===== src/rtl/date_set_ctrl.sv =====
// ---------------------------------------------------------------------------
// date_set_ctrl
//
// Mode/adjust controller for a calendar date (day, month, year). In RUN it
// gates the hour-rollover pulse onto the day counter enable. btn_mode steps
// through SET_DAY -> SET_MONTH -> SET_YEAR -> RUN. In a set state btn_up or
// btn_down produce one-cycle adjust pulses for the selected field, with
// hold-to-repeat. An idle set state falls back to RUN after a timeout. It also
// decodes the month length class and the leap-year flag from the BCD date.
//
// Parameters:
//   HOLD_CYC    cycles a lone button is held before auto-repeat starts
//   RPT_CYC     cycles between auto-repeat pulses
//   TIMEOUT_CYC idle cycles in a set state before returning to RUN
//   CNT_W       width of the internal hold/repeat/timeout counters
//
// Ports:
//   clk, rst_n                  clock, asynchronous active-low reset
//   btn_mode/btn_up/btn_down    debounced, synchronized button levels
//   carry_h                     hour-rollover pulse
//   month_ten/month_unit        BCD month
//   year_ten/year_unit          BCD year 00-99
//   en_d                        day counter run enable (carry_h in RUN only)
//   up_d/down_d/up_m/down_m/
//   up_y/down_y                 one-cycle adjust pulses
//   TO/T/TN                     31/30/28-29 day month flags
//   leap_year                   year mod 4 == 0
//   set_mode, field             not-RUN flag and current field (0..3)
// ---------------------------------------------------------------------------
module date_set_ctrl #(
  parameter int unsigned HOLD_CYC    = 500,
  parameter int unsigned RPT_CYC     = 100,
  parameter int unsigned TIMEOUT_CYC = 10000,
  parameter int unsigned CNT_W       = 16
) (
  input  logic       clk,
  input  logic       rst_n,
  input  logic       btn_mode,
  input  logic       btn_up,
  input  logic       btn_down,
  input  logic       carry_h,
  input  logic       month_ten,
  input  logic [3:0] month_unit,
  input  logic [3:0] year_ten,
  input  logic [3:0] year_unit,
  output logic       en_d,
  output logic       up_d,
  output logic       down_d,
  output logic       up_m,
  output logic       down_m,
  output logic       up_y,
  output logic       down_y,
  output logic       TO,
  output logic       T,
  output logic       TN,
  output logic       leap_year,
  output logic       set_mode,
  output logic [1:0] field
);

  typedef enum logic [1:0] {
    ST_RUN   = 2'd0,
    ST_DAY   = 2'd1,
    ST_MONTH = 2'd2,
    ST_YEAR  = 2'd3
  } state_t;

  // Compare values clamped to the counter range: a counter that saturates
  // below a requested period simply never matches it.
  localparam longint unsigned CNT_MAX_L = (64'd1 << CNT_W) - 64'd1;
  localparam longint unsigned HOLD_L    = 64'(HOLD_CYC);
  localparam longint unsigned RPT_L     = 64'(RPT_CYC);
  localparam longint unsigned TO_L      = (TIMEOUT_CYC == 0) ? 64'd0 : 64'(TIMEOUT_CYC) - 64'd1;

  localparam logic [CNT_W-1:0] HOLD_V    = CNT_W'((HOLD_L > CNT_MAX_L) ? CNT_MAX_L : HOLD_L);
  localparam logic [CNT_W-1:0] RPT_V     = CNT_W'((RPT_L  > CNT_MAX_L) ? CNT_MAX_L : RPT_L);
  localparam logic [CNT_W-1:0] TO_LAST_V = CNT_W'((TO_L   > CNT_MAX_L) ? CNT_MAX_L : TO_L);

  function automatic logic [CNT_W-1:0] sat_inc(input logic [CNT_W-1:0] v);
    return (v == '1) ? v : v + CNT_W'(1);
  endfunction

  state_t           state_q, state_d;
  logic             mode_prev_q, mode_prev_d;
  logic             up_prev_q, up_prev_d;
  logic             dn_prev_q, dn_prev_d;
  logic             init_q, init_d;
  logic             hold_act_q, hold_act_d;
  logic             hold_dir_q, hold_dir_d;   // 0 = up held, 1 = down held
  logic             rpt_q, rpt_d;             // 1 once the first repeat fired
  logic [CNT_W-1:0] hold_cnt_q, hold_cnt_d;
  logic [CNT_W-1:0] idle_cnt_q, idle_cnt_d;
  logic [5:0]       adj_q, adj_d;             // {down_y,up_y,down_m,up_m,down_d,up_d}

  logic mode_rise;
  logic up_rise;
  logic dn_rise;
  logic any_btn;
  logic fire;
  logic fire_dir;

  // init_q stays low for the first clock after reset so that buttons already
  // high at reset release are captured as previous samples, not edges.
  assign mode_rise = init_q & btn_mode & ~mode_prev_q;
  assign up_rise   = init_q & btn_up   & ~up_prev_q;
  assign dn_rise   = init_q & btn_down & ~dn_prev_q;
  assign any_btn   = btn_mode | btn_up | btn_down;

  always_comb begin
    state_d     = state_q;
    mode_prev_d = btn_mode;
    up_prev_d   = btn_up;
    dn_prev_d   = btn_down;
    init_d      = 1'b1;
    hold_act_d  = hold_act_q;
    hold_dir_d  = hold_dir_q;
    rpt_d       = rpt_q;
    hold_cnt_d  = hold_cnt_q;
    idle_cnt_d  = idle_cnt_q;
    fire        = 1'b0;
    fire_dir    = 1'b0;
    adj_d       = '0;

    if (state_q == ST_RUN) begin
      hold_act_d = 1'b0;
      rpt_d      = 1'b0;
      hold_cnt_d = '0;
      idle_cnt_d = '0;
      if (mode_rise) begin
        state_d = ST_DAY;
      end
    end else begin
      // Idle timeout: any button level restarts the count.
      if (any_btn) begin
        idle_cnt_d = '0;
      end else if (idle_cnt_q == TO_LAST_V) begin
        idle_cnt_d = '0;
        state_d    = ST_RUN;
      end else begin
        idle_cnt_d = sat_inc(idle_cnt_q);
      end

      if (mode_rise) begin
        // Mode wins over a coincident adjust edge; the held button must be
        // re-pressed before it adjusts again.
        hold_act_d = 1'b0;
        rpt_d      = 1'b0;
        hold_cnt_d = '0;
        unique case (state_q)
          ST_DAY:   state_d = ST_MONTH;
          ST_MONTH: state_d = ST_YEAR;
          default:  state_d = ST_RUN;
        endcase
      end else if (btn_up && btn_down) begin
        hold_act_d = 1'b0;
        rpt_d      = 1'b0;
        hold_cnt_d = '0;
      end else if (up_rise || dn_rise) begin
        fire       = 1'b1;
        fire_dir   = dn_rise;
        hold_act_d = 1'b1;
        hold_dir_d = dn_rise;
        rpt_d      = 1'b0;
        hold_cnt_d = CNT_W'(1);
      end else if (hold_act_q && (hold_dir_q ? btn_down : btn_up)) begin
        // hold_cnt_q equals the number of clocks since the last pulse.
        if (hold_cnt_q == (rpt_q ? RPT_V : HOLD_V)) begin
          fire       = 1'b1;
          fire_dir   = hold_dir_q;
          rpt_d      = 1'b1;
          hold_cnt_d = CNT_W'(1);
        end else begin
          hold_cnt_d = sat_inc(hold_cnt_q);
        end
      end else begin
        hold_act_d = 1'b0;
        rpt_d      = 1'b0;
        hold_cnt_d = '0;
      end

      if (fire) begin
        unique case (state_q)
          ST_DAY:   adj_d = fire_dir ? 6'b000010 : 6'b000001;
          ST_MONTH: adj_d = fire_dir ? 6'b001000 : 6'b000100;
          ST_YEAR:  adj_d = fire_dir ? 6'b100000 : 6'b010000;
          default:  adj_d = '0;
        endcase
      end
    end
  end

  always_ff @(posedge clk or negedge rst_n) begin
    if (!rst_n) begin
      state_q     <= ST_RUN;
      mode_prev_q <= 1'b0;
      up_prev_q   <= 1'b0;
      dn_prev_q   <= 1'b0;
      init_q      <= 1'b0;
      hold_act_q  <= 1'b0;
      hold_dir_q  <= 1'b0;
      rpt_q       <= 1'b0;
      hold_cnt_q  <= '0;
      idle_cnt_q  <= '0;
      adj_q       <= '0;
    end else begin
      state_q     <= state_d;
      mode_prev_q <= mode_prev_d;
      up_prev_q   <= up_prev_d;
      dn_prev_q   <= dn_prev_d;
      init_q      <= init_d;
      hold_act_q  <= hold_act_d;
      hold_dir_q  <= hold_dir_d;
      rpt_q       <= rpt_d;
      hold_cnt_q  <= hold_cnt_d;
      idle_cnt_q  <= idle_cnt_d;
      adj_q       <= adj_d;
    end
  end

  assign up_d     = adj_q[0];
  assign down_d   = adj_q[1];
  assign up_m     = adj_q[2];
  assign down_m   = adj_q[3];
  assign up_y     = adj_q[4];
  assign down_y   = adj_q[5];

  assign en_d     = carry_h & (state_q == ST_RUN);
  assign set_mode = (state_q != ST_RUN);
  assign field    = state_q;

  // Month length class; anything outside 01..12 or non-BCD decodes to none.
  always_comb begin
    TO = 1'b0;
    T  = 1'b0;
    TN = 1'b0;
    if (!month_ten) begin
      unique case (month_unit)
        4'd1, 4'd3, 4'd5, 4'd7, 4'd8: TO = 1'b1;
        4'd4, 4'd6, 4'd9:             T  = 1'b1;
        4'd2:                         TN = 1'b1;
        default: ;
      endcase
    end else begin
      unique case (month_unit)
        4'd0, 4'd2: TO = 1'b1;
        4'd1:       T  = 1'b1;
        default: ;
      endcase
    end
  end

  // year mod 4 == 0: 10*ten + unit is divisible by 4 exactly when
  // 2*ten + unit is, giving the even/odd tens-digit split below.
  always_comb begin
    leap_year = 1'b0;
    if ((year_ten <= 4'd9) && (year_unit <= 4'd9)) begin
      if (!year_ten[0]) begin
        leap_year = (year_unit == 4'd0) || (year_unit == 4'd4) || (year_unit == 4'd8);
      end else begin
        leap_year = (year_unit == 4'd2) || (year_unit == 4'd6);
      end
    end
  end

endmodule


===== config.mk =====
export PLATFORM = sky130hd
export DESIGN_NAME = date_set_ctrl
export DESIGN_NICKNAME = d
export VERILOG_FILES = /design/src/rtl/date_set_ctrl.sv
export SDC_FILE = /design/constraint.sdc
export NUM_CORES = 1
export LEC_CHECK = 0
export ABC_AREA = 1
export CAP_MARGIN = 10
export CELL_PAD_IN_SITES_DETAIL_PLACEMENT = 0
export CELL_PAD_IN_SITES_GLOBAL_PLACEMENT = 2
export CORE_ASPECT_RATIO = 1.1
export CORE_MARGIN = 5
export CORE_UTILIZATION = 32
export CTS_BUF_LIST = sky130_fd_sc_hd__clkbuf_16
export DETAILED_ROUTE_END_ITERATION = 8
export PLACE_DENSITY = 0.83
export SYNTH_ARGS = -nofsm -noshare
export SYNTH_HDL_FRONTEND = slang
export SYNTH_SLANG_ARGS = --single-unit

===== constraint.sdc =====
create_clock -name clk -period 1.9 [get_ports clk]
set_clock_uncertainty 0.1 [all_clocks]
set_input_delay 0.38 -clock clk [delete_from_list [all_inputs] [get_ports clk]]
set_output_delay 0.38 -clock clk [all_outputs]
set_load 0.02 [all_outputs]

==> results of run 1 <==
[kinds of logic after synthesis]
kind of cell,count (synthesis),share of synthesized area [%]
buffers and inverters,59,7.74
DFF,47,40.2
and+or+nand+nor,248,39.3
other,1,0.128
adders and majority gates,7,2.99
xor gates and xnor gates,8,2.40
AOI/OAI and AO/OA,40,7.19
[cell usage after synthesis]
cell type   n
ha_1        7
nand2_1    93
inv_2       4
nor3_1     19
nand2_2     3
a21oi_1    12
or2_2       2
xor2_1      5
xnor2_1     3
nor3b_2     2
nand4_1    16
conb_1      1
nor3_2      3
nand3b_1    1
nor2_1     63
inv_1      53
o21ai_1     4
o21ai_0    20
nor2_2      4
buf_4       1
nand3_2     2
nand2_4     1
o21bai_1    1
a211oi_1    2
nand3_1    35
o211ai_1    1
dfrtp_1    47
nor2_4      4
buf_2       1
[state kept, by name (all words and copies together) (netlist names)]
register	cells
mode_prev_q	1
dn_prev_q	1
adj_q	6
field	2
hold_act_q	1
up_prev_q	1
rpt_q	1
idle_cnt_q	16
init_q	1
hold_dir_q	1
hold_cnt_q	16
[cells in the final DEF (no fill, tap or decap), drive strengths merged]
master,synthesis,routed
nor3b,2,2
a21oi,12,12
nand3b,1,1
nor3,22,22
nand3,37,38
clkinv,0,3
or2,2,2
xnor2,3,3
clkbuf,0,7
inv,57,57
buf,2,47
dlygate4sd2,0,2
clkdlybuf4s50,0,16
o21ai,24,24
xor2,5,5
ha,7,7
nor2,71,71
dfrtp,47,47
nand2,97,98
o21bai,1,1
conb,1,1
dlygate4sd3,0,1
a211oi,2,2
o211ai,1,1
dlymetal6s2s,0,7
nand4,16,16
[worst reg2reg max path, cell delays in order, from the launching register on]
cell and delay [ns]:
dfrtp_1 0.40, ha_2 0.22, nand2_2 0.08, nand3b_1 0.20, nor2_2 0.18, inv_2 0.08
nor2_4 0.18, nand3_4 0.12, o21ai_0 0.10
[cell type report]
class                   count  area (sq um)  share of cell area (%)
multi-input cells         306          1610                    40.7
repair buffers             75           666                    16.9
clock buffers               5           125                    3.17
well taps                 114           143                    3.62
clock inverters             3          15.0                   0.381
flip-flops and latches     47          1180                    29.8
inverters                  57           214                    5.43
[path summary, 6_finish.rpt]
| kind | start | endpoint | cells past startpoint |
|---|---|---|---|
| worst max register to register | hold_cnt_q[0] | hold_cnt_q[3] | 8 |
| worst max-delay path | field[1] | field[1] | 2 |
| worst min-delay path | btn_down | dn_prev_q | 1 |
| worst min register to register | hold_dir_q | hold_dir_q | 2 |
| max in group asynchronous | rst_n | hold_cnt_q[3] | 3 |
| min in group asynchronous | rst_n | idle_cnt_q[4] | 2 |
[metal layers]
layer	up-vias	GRT usage [%]
met4	0	3.42
met1	1347	18.7
li1	1494	-
met3	6	2.33
met2	36	27.3
met5	-	0
[power breakdown]
group / switching [mW] / internal, mW / total, mW
sequential: 0.0335 / 1.05 / 1.08
combinational: 0.399 / 0.311 / 0.709
clock: 0.385 / 0.481 / 0.866
[what timing repair did]
item / 4_1_cts / 5_1_grt
buffers inserted: 1 / 5
pin swaps: 1 / 7
hold buffers: 1 / 0
setup endpoints to repair: 6 / 33
cloned: 0 / 2
resized for setup: 23 / 34
hold endpoints to repair: 12 / 0
[stage by stage]
step / setup slack (ns) / area (sq um) / power [mW] / util (%)
after floorplan: 0.0345 / 2930 / 1.42 / -
final: 0.0623 / 3940 / 2.66 / 44.2
after global placement: -0.529 / 3670 / 1.81 / 41.1
after CTS: -0.140 / 3810 / 2.68 / 42.7
after global routing: -0.00964 / 3940 / 2.82 / 44.2
after detailed placement: -0.572 / 3670 / 1.81 / 41.1
==> qor.csv, run 1 <==
metric,value,unit
syn_avg_cell_area,7.13,sq um
synth_cell_types,29,
wl_met2,4.07,mm
syn_to_final_growth,34.8,%
max-cap-violations,0,
placeableCoreArea,0.00892,sq mm
critPathLaunchType,flip-flop,
row_count,36,
timing.setup.tns,0,ns
routed_via_density,4.75,
max_freq,544,MHz
port_buffers,32,
nets,518,
grt.total_usage,15.0,%
fin_crit,1.84,ns
via_count,2883,
antenna_found_initial,0,
crit_path_top_delay_cell,clkdlybuf4s50_1,
wl_met3,227,microns
synth_top_area_share,40.2,%
grt_max_degree,24,
netlist_top_cells_area,"dfrtp_1 40%, nand2_1 12%, nor2_1 8.1%",
slew_headroom,61.8,%
clk_pin_slew,0.07,ns
finalSetupViolations,0,
status,finished clean,
die_y,110,microns
yosysWarnings,0,
synth_seq_cells,47,
path_buf_inv,2,
ff2ff_setup_slack,0.16,ns
clk_path_buf_depth,2,
clock_latency,0.29,ns
initial_utilization,32.8,%
hold_class,in -> reg,
holdWs,0.252,ns
cts.sinks,47,
period_share,96.7,%
fillers,920,
io_pins,33,
layout-drive-gt1-share,19.7,%
cts_buffers,5,
drt-met1-wl,3.58,mm
finalNonFillerCells,607,
firstDrtPassIters,4,
seq_area_frac_synth,40.2,%
cts_tree,yes,
grt_pass1_wl,13.4,mm
synth_fp_nets,436,
drt-total-wl,7.94,mm
dp_hpwl,6.18,mm
p_per_area,674,mW/mm^2
grt_pass1_vias,2830,
ir_drop,0.000628,V
yosys.area.top_type,dfrtp_1,
tightest_slew,0.569,ns
syn_inst,410,
crit_required,1.42,ns
p_leak,1.81,nW
overflow,0,
root_buffer,clkbuf_16,
worst-setup-path-type,reg -> out,
route.detailed.drc,0,
place_inst,590,
gp_congestion,0.853,
netlist_area,0.00293,sq mm
highest_layer,met4,
cp_max_fo,3,
die-area,0.0112,sq mm
drt_iter0_drc,117,
maxSlewViolCount,0,
die_x,101,microns
cp_top_family,buffers and inverters,
htree_num_levels,2,
arrival,1.36,ns
crit_chain,buf_4 -> clkdlybuf4s50_1,
end_kind,output port,
n_antenna_cell,0,
ant_nets,0,
hold_viol_final,0,
critPathMaxStageDelay,0.59,ns
wl_per_cell,13.1,microns
Power figures use the tool's default switching activity.
==> run 2, diff against run 1 <==
--- a/config.mk
+++ b/config.mk
@@ -9,7 +9,7 @@
 export CAP_MARGIN = 10
 export CELL_PAD_IN_SITES_DETAIL_PLACEMENT = 0
 export CELL_PAD_IN_SITES_GLOBAL_PLACEMENT = 2
-export CORE_ASPECT_RATIO = 1.1
+export CORE_ASPECT_RATIO = 1.2
 export CORE_MARGIN = 5
 export CORE_UTILIZATION = 32
 export CTS_BUF_LIST = sky130_fd_sc_hd__clkbuf_16
==> run 2 against run 1 <==
Net effect: power hardly changed; sequential share of layout area up 0.076 points; register-to-register slack got worse by 0.04 ns; combinational power shrank 0.7%; final cell count grew 0.99%; first-iteration DRC count rose by 14%; critical path depth increased by 2; global-route usage shrank 0.62 points; setup slack better by 0.011 ns; critical path type unchanged; critical endpoint is now set_mode; highest routed layer unchanged.
==> qor.csv, run 2 (synthesis results as in run 1) <==
metric,value,unit
overflow,0,
grt_pass1_wl,13.1,mm
grt_pass1_vias,2798,
route.detailed.drc,0,
crit_path_top_delay_cell,dfrtp_1,
initial_utilization,32.6,%
dp_hpwl,6.19,mm
slew_headroom,64.8,%
ant_nets,0,
critPathLaunchType,flip-flop,
grt_max_degree,33,
die-area,0.0112,sq mm
firstDrtPassIters,4,
ff2ff_setup_slack,0.12,ns
antenna_found_initial,0,
placeableCoreArea,0.00899,sq mm
cts_tree,yes,
cts_buffers,5,
io_pins,33,
dp_worst_setup_slack,-0.622,ns
hold_viol_final,0,
cp_max_fo,6,
maxSlewViolCount,0,
drt_iter0_drc,133,
max_freq,547,MHz
postLayoutCoreUtil,43.8,%
p_leak,1.77,nW
clock_latency,0.28,ns
critPathMaxStageDelay,0.38,ns
top_regs,"hold_cnt_q x16, idle_cnt_q x16, adj_q x6",
path_buf_inv,3,
htree_num_levels,2,
fin_ws,0.0733,ns
max-cap-violations,0,
grt.total_usage,14.4,%
worstHoldStart,btn_down,
root_buffer,clkbuf_16,
routed_via_density,4.61,
cts.sinks,47,
nets,518,
syn_to_final_growth,34.5,%
die_x,97.3,microns
n_antenna_cell,0,
worst-setup-path-type,reg -> out,
status,finished clean,
wl_per_cell,13.0,microns
port_buffers,32,
via_count,2828,
fillers,952,
r2r_end,hold_cnt_q[10],
ir_drop,0.000463,V
row_count,38,
crit_required,1.42,ns
drt-total-wl,8.00,mm
layout-drive-gt1-share,19.1,%
cp_top_family,buffers and inverters,
holdPathStages,1,
final_cell_mix,"93 x nand2_1, 58 x nor2_1, 53 x inv_1",
clk_pin_slew,0.07,ns
die_y,115,microns
rr_startpoint,hold_cnt_q[0],
crit_chain,inv_1 -> ha_2 -> inv_2 -> dlygate4sd2_1,
clk_path_buf_depth,2,
power.total,2.66,mW
worstHoldEndpoint,dn_prev_q,
layout_commonest_cell,nand2_1,
p_per_area,675,mW/mm^2
end_kind,output port,
timing.setup.tns,0,ns
period_share,96.1,%
hold_class,in -> reg,
gp_congestion,0.881,
finalSetupViolations,0,
rsz0062_at_grt,true,
tightest_slew,0.526,ns
fin_crit,1.83,ns
reg2regPathDepth,8,
arrival,1.35,ns
==> run 2: repair_timing <==
item                                    CTS  global route
hold endpoints to repair                 15             0
gates resized for setup                  27            25
pin swaps                                 1             7
hold buffers                              1             0
setup buffers                             1             6
endpoints found under the setup margin    6            37
cloned                                    0             2
==> run 2: area by class of cell <==
type / count / area (sq um) / area share (%)
multi-input cells: 306 / 1610 / 40.9
flip-flops and latches: 47 / 1180 / 29.9
repair buffers: 75 / 642 / 16.3
inverters: 57 / 214 / 5.44
well taps: 120 / 150 / 3.82
clock buffers: 5 / 125 / 3.18
clock inverters: 3 / 18.8 / 0.477
==> run 2: worst reg2reg max path: cells and delay by family (launching register included) <==
family	cells	cell delay, ns
adders and majority gates	1	0.20
buffers and inverters	1	0.11
and+or+nand+nor	5	0.75
DFF	1	0.41
AOI/OAI and AO/OA	1	0.12
==> run 2: layer usage <==
metal / vias up / GRT usage, % / wire (microns)
met3: 10 / 2.12 / 124
li1: 1496 / - / -
met5: - / 0 / 0
met1: 1295 / 17.3 / 3530
met2: 27 / 26.7 / 4220
met4: 0 / 4.71 / 120
==> run 2: through the flow <==
stage,hold slack [ns],std cells,instance area (sq um)
CTS,0.445,605,3800
detailed placement,0.237,595,3670
floorplan,-0.0156,410,2930
global placement,0.229,595,3670
finish,0.250,613,3930
global route,0.243,613,3930
==> run 2: power by group <==
part	internal [mW]	switching [mW]
combinational	0.317	0.387
sequential	1.05	0.0303
clock	0.488	0.386
==> run 2: how the worst max path moves through the flow <==
stage | slack (ns) | endpoint | depth (start not counted) | start
2_1_floorplan | 0.03 | idle_cnt_q[2] | 8 | field[0]
6_report | 0.07 | set_mode | 4 | field[0]
4_1_cts | 0.00008 | set_mode | 4 | field[0]
3_3_place_gp | -0.53 | T | 6 | month_unit[3]
3_5_place_dp | -0.62 | T | 6 | month_unit[3]
5_1_grt | -0.05 | hold_cnt_q[10] | 8 | hold_cnt_q[0]
